[src/rtl/mem_rr_arbiter.sv]
// Two-port round-robin arbiter/sequencer in front of one synchronous single-port memory.
// Each transaction walks IDLE -> ACCESS -> RESP, so at most one access completes every
// three cycles. The memory samples addr/we at the end of ACCESS and returns read data
// during RESP, where it is passed straight through to the owning port.
module mem_rr_arbiter #(
  parameter int DATA_WIDTH = 8,
  parameter int ADDR_WIDTH = 8,
  parameter int CNT_WIDTH  = 16
) (
  input  logic                  clk,
  input  logic                  rst,
  input  logic [1:0]            req_valid,
  input  logic [1:0]            req_we,
  input  logic [ADDR_WIDTH-1:0] req_addr0,
  input  logic [ADDR_WIDTH-1:0] req_addr1,
  input  logic [DATA_WIDTH-1:0] req_wdata0,
  input  logic [DATA_WIDTH-1:0] req_wdata1,
  output logic [1:0]            req_ready,
  output logic [1:0]            rsp_valid,
  output logic [DATA_WIDTH-1:0] rsp_rdata,
  output logic [ADDR_WIDTH-1:0] mem_addr,
  output logic [DATA_WIDTH-1:0] mem_data_in,
  output logic                  mem_we,
  input  logic [DATA_WIDTH-1:0] mem_data_out,
  output logic [CNT_WIDTH-1:0]  txn_count
);

  typedef enum logic [1:0] {
    S_IDLE   = 2'd0,
    S_ACCESS = 2'd1,
    S_RESP   = 2'd2
  } state_t;

  state_t                state_q;
  logic                  rr_last_q;
  logic                  owner_q;
  logic                  op_we_q;
  logic                  mem_we_q;
  logic [1:0]            rsp_valid_q;
  logic [ADDR_WIDTH-1:0] mem_addr_q;
  logic [DATA_WIDTH-1:0] mem_data_in_q;
  logic [CNT_WIDTH-1:0]  txn_count_q;
  logic [CNT_WIDTH-1:0]  txn_count_d;

  logic                  any_valid;
  logic                  grant_d;
  logic [1:0]            ready_d;

  // Counter increment that sticks at all-ones instead of wrapping.
  function automatic logic [CNT_WIDTH-1:0] sat_inc(input logic [CNT_WIDTH-1:0] v);
    if (&v) return v;
    return v + CNT_WIDTH'(1);
  endfunction

  // Arbitration: a lone requester wins; on contention the port that did not win last time wins.
  always_comb begin
    any_valid   = |req_valid;
    grant_d     = (&req_valid) ? ~rr_last_q : req_valid[1];
    ready_d     = 2'b00;
    if ((state_q == S_IDLE) && any_valid && !rst) begin
      ready_d = grant_d ? 2'b10 : 2'b01;
    end
    txn_count_d = sat_inc(txn_count_q);
  end

  // Sequencer FSM: latch the granted request, drive the memory for one cycle, then respond.
  always_ff @(posedge clk or posedge rst) begin
    if (rst) begin
      state_q       <= S_IDLE;
      rr_last_q     <= 1'b1;
      owner_q       <= 1'b0;
      op_we_q       <= 1'b0;
      mem_we_q      <= 1'b0;
      rsp_valid_q   <= 2'b00;
      mem_addr_q    <= '0;
      mem_data_in_q <= '0;
      txn_count_q   <= '0;
    end else begin
      case (state_q)
        S_IDLE: begin
          if (any_valid) begin
            mem_addr_q <= grant_d ? req_addr1 : req_addr0;
            op_we_q    <= req_we[grant_d];
            mem_we_q   <= req_we[grant_d];
            // Write data only moves for writes so the memory bus stays quiet on reads.
            if (req_we[grant_d]) begin
              mem_data_in_q <= grant_d ? req_wdata1 : req_wdata0;
            end
            owner_q   <= grant_d;
            rr_last_q <= grant_d;
            state_q   <= S_ACCESS;
          end
        end
        S_ACCESS: begin
          mem_we_q    <= 1'b0;
          rsp_valid_q <= owner_q ? 2'b10 : 2'b01;
          state_q     <= S_RESP;
        end
        S_RESP: begin
          rsp_valid_q <= 2'b00;
          txn_count_q <= txn_count_d;
          state_q     <= S_IDLE;
        end
        default: begin
          state_q <= S_IDLE;
        end
      endcase
    end
  end

  assign req_ready   = ready_d;
  assign rsp_valid   = rsp_valid_q;
  // Read data arrives from memory during RESP; writes and idle cycles return zero.
  assign rsp_rdata   = ((|rsp_valid_q) && !op_we_q) ? mem_data_out : '0;
  assign mem_addr    = mem_addr_q;
  assign mem_data_in = mem_data_in_q;
  assign mem_we      = mem_we_q;
  assign txn_count   = txn_count_q;

endmodule

[config.mk]
export PLATFORM = sky130hd
export DESIGN_NAME = mem_rr_arbiter
export DESIGN_NICKNAME = d
export VERILOG_FILES = /design/src/rtl/mem_rr_arbiter.sv
export SDC_FILE = /design/constraint.sdc
export NUM_CORES = 1
export LEC_CHECK = 0
export ABC_CLOCK_PERIOD_IN_PS = 2950
export CAP_MARGIN = 20
export CORE_ASPECT_RATIO = 1.4
export CORE_UTILIZATION = 42
export CTS_BUF_LIST = sky130_fd_sc_hd__clkbuf_8 sky130_fd_sc_hd__clkbuf_16
export DETAILED_ROUTE_END_ITERATION = 10
export GPL_TIMING_DRIVEN = 1
export MAX_ROUTING_LAYER = met4
export PLACE_DENSITY = 0.78
export REMOVE_ABC_BUFFERS = 1
export SYNTH_ARGS = -nofsm -noshare
export SYNTH_HDL_FRONTEND = slang
export SYNTH_SLANG_ARGS = --single-unit
[constraint.sdc]
create_clock -name clk -period 2.95 [get_ports clk]
set_input_delay 0.885 -clock clk [delete_from_list [all_inputs] [get_ports clk]]
set_output_delay 0.885 -clock clk [all_outputs]
set_load 0.05 [all_outputs]
==> flow_metrics.py, run 1 <==
metrics = {
    "outcome": {
        "status": "finished clean",
    },
    "clocking": {
        "cts_setup_buffers": 0,
        "cts_root_buf": "clkbuf_8",
        "cts_tree": "built",
        "clk_latency_ps": 290,
        "cts.clk_slew.worst_paths_ps": 70,
        "cts_max_level": 2,
        "cts_made_buffers": 5,
        "cts_sinks": 40,
        "ctsLongestPathBuffers": 2,
    },
    "cells_and_area": {
        "fin_cells": 354,
        "finish.instance_area_sq_um": 3250,
        "syn_to_final_growth_pct": 61.2,
        "n_antenna_cell": 0,
        "nets": 342,
        "final_layout_size_suffix_gt1_share_pct": 13.4,
    },
    "timing": {
        "clock.fmax_mhz": 368,
        "hold_viol": 0,
        "finalWorstSetupSlack_ps": 231,
        "clock_skew_ps": 5.08,
        "worst_slew_pin_slew_ps": 788,
        "slew_viol_final": 0,
        "timing.hold.ws_ps": 485,
        "setup_viol": 0,
        "layout_worst_path_cycle_share_pct": 92.2,
        "relSlewSlack_pct": 47.0,
        "rsz0062_at_grt": "false",
        "fin_crit_ps": 2720,
    },
    "synthesis": {
        "synth_largest_area_cell": "dfrtp_1",
        "synthesis.area_sq_um": 2020,
        "netlist.area_leader.share_pct": 48.4,
        "async_flop_share_pct": 100,
        "yosysMostFrequentCell": "dfrtp_1",
        "synth.avg_cell_area_sq_um": 10.5,
        "seq_area_frac_synth_pct": 49.7,
        "ys_top_cells_by_area": "dfrtp_1 (48%), mux2i_1 (8.9%), nand2_1 (3.2%)",
        "synth_seq_cells": 40,
        "ys_types": 37,
        "synth_commonest_cells": "dfrtp_1 (39), mux2i_1 (18), nand2_1 (17), a21oi_1 (11), o21ai_0 (11)",
        "yosys_warnings": 0,
        "syn_inst": 192,
        "synth_edf_count": 0,
        "synth_ff_type": "dfrtp_1",
    },
    "global_route": {
        "grt_pass1_wl_microns": 8070,
        "grt_max_degree": 37,
        "grt-ovfl-total": 0,
        "grt_pass1_vias": 1849,
        "antenna_found_initial": 0,
        "grt_use_total_pct": 21.3,
    },
    "floorplanning": {
        "die_y_microns": 84.0,
        "die_x_microns": 60.6,
        "start_util_pct": 44.1,
        "num_rows": 29,
        "die_area_sq_um": 5090,
        "core_sq_um": 4570,
        "io_pins": 91,
    },
    "worst_hold_path": {
        "worstHoldPathCells": 2,
        "hp-start": "mem_addr[6]$_DFFE_PP0P_",
        "worst_hold_path_type": "reg -> reg",
        "timing.hold.worst_endpoint": "mem_addr[6]$_DFFE_PP0P_",
    },
    "placed_design": {
        "placed_area_sq_um": 3140,
        "port_buffers": 90,
        "dpl.hpwl_microns": 3810,
        "dp.cells": 346,
        "place.gp.congestion": 0.781,
        "dp_slack_ps": -96.1,
    },
    "routing": {
        "detail_route.iter0.violations": 105,
        "via_per_inst": 5.23,
        "drc": 0,
        "dr.pass1.iters": 4,
        "dr_wl_met3_microns": 418,
        "drt-met1-wl_microns": 1960,
        "topRoutingLayerUsed": "met4",
        "vias": 1850,
        "dr_wl_met2_microns": 2560,
        "wl_microns": 5060,
        "antenna_left": 0,
        "wl_per_cell_microns": 14.3,
    },
    "worst_setup_path": {
        "cp.arrival_ps": 1830,
        "required_ps": 2070,
        "cp-start-kind": "primary input",
        "critical_path.max_fanout": 3,
        "r2r_setup_slack_ps": 810,
        "crit_chain": "clkdlybuf4s50_1 > nor3b_2 > buf_4 > buf_12",
        "r2r_end": "txn_count[1]$_DFFE_PP0P_",
        "crit_type": "in -> out",
        "r2r_cells": 5,
        "end_kind": "output port",
        "critPathBufInv": 3,
        "r2r-start": "txn_count[0]$_DFFE_PP0P_",
        "slowest_delay_ps": 500,
        "critPathSlowestCell": "clkdlybuf4s50_1",
        "critical_path.top_delay_family": "buffers and inverters",
    },
    "flow_run": {
        "max_cap_violations": 0,
    },
    "power": {
        "ir_worst_vdd_mv": 0.857,
        "powerDensity_nw_per_um2": 987,
        "leakagePower_nw": 1.39,
    },
}
==> cell families after synthesis <==
| kind of cell | Yosys count | synth area share [%] |
|---|---|---|
| and+or+nand+nor | 58 | 15.0 |
| AOI/OAI and AO/OA | 42 | 13.1 |
| DFF | 40 | 49.7 |
| muxes | 23 | 11.9 |
| buffers and inverters | 14 | 2.85 |
| xor gates and xnor gates | 10 | 4.34 |
| adders and majority gates | 5 | 3.10 |
==> power by group <==
part           switching, W  internal (W)  leakage [nW]
Clock              0.000177      0.000184        0.0538
Combinational       0.00118      0.000768         0.838
Sequential         0.000153      0.000749         0.499
==> cell usage in the layout, fill, tap and decap left out, types with 2 or more instances in the layout <==
cell	netlist	routed
nand4_1	3	3
xnor2_1	6	6
and3_1	2	2
buf_4	0	11
clkbuf_8	0	6
nor3_1	4	3
inv_1	5	7
a31oi_1	9	9
nor2_1	7	7
mux2i_1	18	18
o211ai_1	3	3
buf_12	0	10
a21oi_1	11	11
dfrtp_1	39	39
nand3_1	7	7
clkdlybuf4s50_1	0	78
nand2_1	17	17
and2_1	8	8
o21ai_0	11	10
nor4_1	3	3
ha_1	5	5
mux2_2	4	4
xor2_1	4	4
==> metal layers <==
layer	global-route usage, %	up-vias
li1	-	889
met1	22.6	868
met2	36.5	77
met3	6.20	16
met4	7.64	0
met5	-	-
==> stage by stage <==
stage	utilization [%]	TNS [ps]	total power [W]
3_3_place_gp	68.7	-136	0.00282
3_5_place_dp	68.7	-130	0.00286
4_1_cts	71.0	0	0.00324
2_1_floorplan	-	-14430	0.00209
5_1_grt	71.1	0	0.00339
6_report	71.1	0	0.00321
==> state kept, by name (all words and copies together), names as in the netlist <==
register     count
mem_addr         8
mem_data_in      8
mem_we           1
op_we_q          1
owner_q          1
rr_last_q        1
rsp_valid        2
state_q          2
txn_count       16
==> final cells by class <==
class	instances	area (sq um)
fill	377	1320
sequential	40	1000
inverter	5	18.8
clock buffer	6	82.6
tap	62	77.6
clock inverter	2	7.51
timing repair buffer	101	1080
multi-input combinational	138	977
==> timing repair <==
action,4_1_cts,5_1_grt
resized for setup,4,1
endpoints found under the setup margin,2,1
hold buffers,0,0
==> tightest hold or removal path: stages, from the launching register on <==
cell and delay [ps]:
dfrtp_1 340, nand2_1 40, o21ai_0 60
==> how the worst max path moves through the flow <==
stage | endpoint | cells past startpoint | from | slack [ps]
after floorplan | req_ready[1] | 2 | req_valid[1] | -2010
after global routing | req_ready[1] | 4 | rst | 180
after CTS | req_ready[1] | 6 | req_valid[1] | 0.4
after global placement | req_ready[0] | 5 | req_valid[0] | -80
final | req_ready[1] | 4 | rst | 230
after detailed placement | req_ready[0] | 5 | req_valid[0] | -100
(Power assumes the default switching activity.)
==> run 2, diff against run 1 <==
- CORE_MARGIN: not set -> 8
- CTS_CLUSTER_DIAMETER: not set -> 40
==> run 2 against run 1 <==
- critical path depth rose by 1
- sequential share of layout area barely moved
- maximum frequency down 1.3%
- clock skew grew 3.3 ps
- critical endpoint unchanged
- critical path type unchanged
- global-route usage is 4.4 points lower
- sequential power hardly changed
- wire length up 14%
- non-clock buffer count is the same
- worst setup slack got worse by 35 ps
- utilization fell by 2.3 points
- hold slack about the same
==> flow_metrics.py, run 2 (synthesis gave the netlist of run 1 again) <==
metrics = {
    "power": {
        "powerDensity_nw_per_um2": 1000,
        "ir_worst_vdd_mv": 0.582,
        "leakagePower_nw": 1.38,
    },
    "timing": {
        "layout_worst_path_cycle_share_pct": 93.4,
        "setup_tns_ps": 0,
        "clock_skew_ps": 8.35,
        "fin_crit_ps": 2750,
        "setup_viol": 0,
        "rsz0062_at_grt": "false",
        "worst_slew_pin_slew_ps": 762,
        "clock.fmax_mhz": 363,
        "hold_viol": 0,
        "slew_viol_final": 0,
        "relSlewSlack_pct": 48.7,
    },
    "worst_setup_path": {
        "crit_chain": "dlygate4sd2_1 > o21ai_1 > nor3b_2 > buf_4 > buf_12",
        "required_ps": 2070,
        "cp.arrival_ps": 1870,
        "end_kind": "output port",
        "critPathSlowestCell": "dlygate4sd2_1",
        "critical_path.top_delay_family": "buffers and inverters",
        "critical_path.max_fanout": 4,
        "slowest_delay_ps": 300,
        "critPathBufInv": 3,
        "cp-start-kind": "primary input",
        "crit_type": "in -> out",
    },
    "global_route": {
        "grt_use_total_pct": 16.9,
        "grt-busiest-layer": "met2",
        "grt_pass1_vias": 1921,
        "antenna_found_initial": 0,
        "grt_pass1_wl_microns": 9490,
        "grt_max_degree": 41,
        "met1_usage_pct": 18.7,
        "grt-ovfl-total": 0,
        "grt_util_met3_pct": 4.82,
        "met2_usage_pct": 28.3,
    },
    "routing": {
        "antenna_left": 0,
        "drc": 0,
        "via_per_inst": 5.20,
        "detail_route.iter0.violations": 94,
        "dr.pass1.iters": 4,
        "wl_microns": 5770,
        "wl_per_cell_microns": 16.3,
        "vias": 1845,
    },
    "floorplanning": {
        "io_pins": 91,
        "start_util_pct": 42.6,
        "die_area_sq_um": 7310,
        "die_y_microns": 98.0,
        "die_x_microns": 74.6,
        "core_sq_um": 4730,
        "num_rows": 30,
    },
    "worst_hold_path": {
        "worst_hold_path_type": "reg -> reg",
    },
    "clocking": {
        "clk_latency_ps": 290,
        "cts_made_buffers": 5,
        "cts_tree": "built",
        "ctsHoldBuffers": 0,
        "ctsLongestPathBuffers": 2,
        "cts_sinks": 40,
        "cts_root_buf": "clkbuf_8",
        "cts.clk_slew.worst_paths_ps": 70,
        "cts_max_level": 2,
    },
    "outcome": {
        "status": "finished clean",
    },
    "cells_and_area": {
        "n_antenna_cell": 0,
        "largest_reg_flops": 16,
        "final_layout_size_suffix_gt1_share_pct": 13.4,
        "mostFrequentLayoutCells": "clkdlybuf4s50_1 (78), dfrtp_1 (39), mux2i_1 (18)",
        "final_common_cell": "clkdlybuf4s50_1",
        "nFillCells": 393,
        "finish.utilization_pct": 68.8,
        "nets": 342,
        "syn_to_final_growth_pct": 61.2,
    },
    "placed_design": {
        "place.gp.congestion": 0.771,
        "port_buffers": 90,
        "dpl.hpwl_microns": 4570,
    },
    "flow_run": {
        "max_cap_violations": 0,
    },
}
run 2: changes by cell type in the layout (fill, tap and decap cells not counted), sizes merged:
cell	before	now
dlymetal6s2s	1	0
clkbuf	6	7
dlygate4sd2	1	2
inv	7	5
run 2: worst register-to-register path: cells and delay by family (launching register included):
kind	cells	cell delay, ps
AO/OA/AOI/OAI	1	220
AND/OR/NAND/NOR	2	830
flip-flops	1	420
adder cells (fa/ha/maj)	1	230
multiplexers	1	310
run 2: where the power goes:
group / switching, W / leakage, nW / internal [W]
clock: 0.000178 / 0.0503 / 0.000208
combinational: 0.00120 / 0.833 / 0.000770
sequential: 0.000152 / 0.499 / 0.000749
run 2: layout make-up:
type	instances	area, sq um	share of cell area, %
sequential	40	1000	30.8
multi-input combinational	138	973	29.9
timing repair buffer	101	1080	33.2
inverter	5	18.8	0.577
clock buffer	7	96.3	2.96
tap	64	80.1	2.46
run 2: worst paths after layout:
kind,from,to,slack (ps),cells past startpoint
max,req_valid[0],req_ready[1],200,5
min,mem_addr[3]$_DFFE_PP0P_,mem_addr[3]$_DFFE_PP0P_,490,2
max reg2reg,txn_count[0]$_DFFE_PP0P_,txn_count[1]$_DFFE_PP0P_,840,5
min reg2reg,mem_addr[3]$_DFFE_PP0P_,mem_addr[3]$_DFFE_PP0P_,490,2
max in group asynchronous,rst,rr_last_q$_DFFE_PP1P_,1500,3
min in group asynchronous,rst,txn_count[4]$_DFFE_PP0P_,1100,3
run 2: repair_timing:
| item | in CTS | in global routing |
|---|---|---|
| gates resized for setup | 4 | 0 |
| endpoints found under the setup margin | 2 | 0 |
| endpoints found under the hold margin | 0 | 0 |
| buffers inserted | 1 | 0 |
run 2: stage by stage:
step                cell area [sq um]  hold slack (ps)  worst slack (ps)  total power (W)  std cells
floorplan                        1980              448             -2010          0.00209        183
global placement                 3140              459              3.31          0.00284        347
detailed placement               3140              470              -103          0.00288        347
CTS                              3250              487               187          0.00328        355
global route                     3250              508               101          0.00343        355
finish                           3250              485               196          0.00326        355
run 2: metal layers:
metal	share of wire, %	vias up
met5	0	-
met2	52	59
met3	7.0	5
met1	40	891
li1	-	890
met4	0.88	0
==> run 3, diff against run 2 <==
- REMOVE_ABC_BUFFERS: 1 -> not set
- SKIP_CTS_REPAIR_TIMING: not set -> 1
==> run 3 against run 2 <==
- count of clock-buffer cells in the layout did not move
- largest power group unchanged
- flip-flop and latch count did not move
- global-route usage fell by 0.91 points
- cell count did not move
- worst setup slack improved by 67 ps
- die area did not move
- highest routed layer unchanged
- critical endpoint is now req_ready[0]
- maximum frequency rose by 2.5%
- total power rose by 3.2%
==> flow_metrics.py, run 3 (synthesis gave the netlist of run 1 again) <==
metrics = {
    "outcome": {
        "status": "finished clean",
    },
    "cells_and_area": {
        "nets": 341,
        "n_antenna_cell": 0,
        "finish.utilization_pct": 69.4,
        "multi_input_area_sq_um": 988,
        "final_common_cell": "clkdlybuf4s50_1",
        "mostFrequentLayoutCells": "clkdlybuf4s50_1 (78), dfrtp_1 (39), mux2i_1 (18)",
        "nFillCells": 388,
        "final_layout_size_suffix_gt1_share_pct": 14.1,
        "syn_to_final_growth_pct": 62.8,
        "largest_reg_flops": 16,
        "seqCellArea_sq_um": 1000,
        "fin_cells": 355,
    },
    "worst_setup_path": {
        "crit_type": "in -> out",
        "required_ps": 2070,
        "critPathSlowestCell": "clkdlybuf4s50_1",
        "cp-start-kind": "primary input",
        "slowest_delay_ps": 490,
        "critical_path.max_fanout": 3,
        "crit_chain": "clkdlybuf4s50_1 > nor3_2 > buf_4",
        "end_kind": "output port",
        "cp.arrival_ps": 1800,
    },
    "routing": {
        "detail_route.iter0.violations": 92,
        "wl_per_cell_microns": 16.4,
        "drc": 0,
        "antenna_left": 0,
        "wl_microns": 5840,
        "via_per_inst": 5.14,
        "dr.pass1.iters": 4,
        "vias": 1823,
    },
    "worst_hold_path": {
        "worst_hold_path_type": "reg -> reg",
    },
    "power": {
        "ir_worst_vdd_mv": 0.749,
        "powerDensity_nw_per_um2": 1020,
        "leakagePower_nw": 1.41,
    },
    "clocking": {
        "clk_latency_ps": 280,
        "cts.clk_slew.worst_paths_ps": 80,
        "cts_root_buf": "clkbuf_8",
        "cts_tree": "built",
        "cts_made_buffers": 5,
        "ctsLongestPathBuffers": 2,
        "cts_max_level": 2,
        "cts_sinks": 40,
    },
    "floorplanning": {
        "io_pins": 91,
        "die_area_sq_um": 7310,
        "die_y_microns": 98.0,
        "die_x_microns": 74.6,
        "num_rows": 30,
        "core_sq_um": 4730,
        "start_util_pct": 42.6,
    },
    "timing": {
        "fin_crit_ps": 2690,
        "layout_worst_path_cycle_share_pct": 91.1,
        "slew_viol_final": 0,
        "relSlewSlack_pct": 49.5,
        "clock_skew_ps": 6.29,
        "hold_viol": 0,
        "setup_tns_ps": 0,
        "clock.fmax_mhz": 372,
        "timing.hold.ws_ps": 488,
        "worst_slew_pin_slew_ps": 750,
        "rsz0062_at_grt": "false",
        "setup_viol": 0,
    },
    "global_route": {
        "grt_max_degree": 23,
        "grt_pass1_vias": 1805,
        "grt_pass1_wl_microns": 8930,
        "grt-ovfl-total": 0,
        "antenna_found_initial": 0,
        "grt_use_total_pct": 16.0,
    },
    "placed_design": {
        "port_buffers": 90,
        "dp.cells": 347,
        "dpl.hpwl_microns": 4660,
        "place.gp.congestion": 0.759,
    },
    "flow_run": {
        "max_cap_violations": 0,
    },
    "synthesis": {
        "syn_nets": 243,
    },
}
[run 3: cell count changes in the layout (fill, tap and decap cells not counted), sizes merged]
cell	previous run	this run
dlymetal6s2s	0	2
buf	21	20
dlygate4sd2	2	0
bufinv	0	1
[run 3: worst max-delay path: cells and delay by family]
family | cells | cell delay, ps
AND/OR/NAND/NOR | 1 | 210
buffers and inverters | 2 | 710
[run 3: final timing paths]
path / startpoint / endpoint / slack (ps) / cells past startpoint
min in group asynchronous: rst / op_we_q$_DFFE_PP0P_ / 1070 / 2
max in group asynchronous: rst / txn_count[2]$_DFFE_PP0P_ / 1270 / 3
setup / recovery: rst / req_ready[0] / 260 / 3
hold / removal: mem_addr[7]$_DFFE_PP0P_ / mem_addr[7]$_DFFE_PP0P_ / 490 / 2
setup reg to reg: txn_count[0]$_DFFE_PP0P_ / txn_count[1]$_DFFE_PP0P_ / 790 / 5
hold reg to reg: mem_addr[7]$_DFFE_PP0P_ / mem_addr[7]$_DFFE_PP0P_ / 490 / 2
[run 3: power by group]
| group | total [W] | switching [W] | internal [W] | leakage (nW) |
|---|---|---|---|---|
| Combinational | 0.00197 | 0.00121 | 0.000764 | 0.847 |
| Sequential | 0.000905 | 0.000156 | 0.000749 | 0.499 |
| Clock | 0.000480 | 0.000182 | 0.000298 | 0.0645 |
| Total | 0.00336 | 0.00155 | 0.00181 | 1.41 |
[run 3: final cells by class]
cell class                      instances  share of cell area (%)
Inverter                                5                   0.571
Multi-Input combinational cell        138                    30.1
Clock inverter                          1                   0.914
Clock buffer                            7                    2.93
Sequential cell                        40                    30.5
Timing Repair Buffer                  100                    32.5
Tap cell                               64                    2.44
[run 3: stage by stage]
step	total power (W)	setup slack [ps]	area, sq um
after CTS	0.00338	-46.5	3270
after global placement	0.00285	12.4	3140
after detailed placement	0.00289	-35.5	3140
final	0.00336	262	3280
after floorplan	0.00212	20.1	2040
after global routing	0.00353	206	3280
[run 3: per-layer routing]
layer	track usage (%)	wire length (microns)	vias to the layer above
li1	-	-	887
met5	-	0	-
met1	16.7	2340	881
met3	3.69	286	2
met2	29.0	3180	53
met4	3.64	27	0
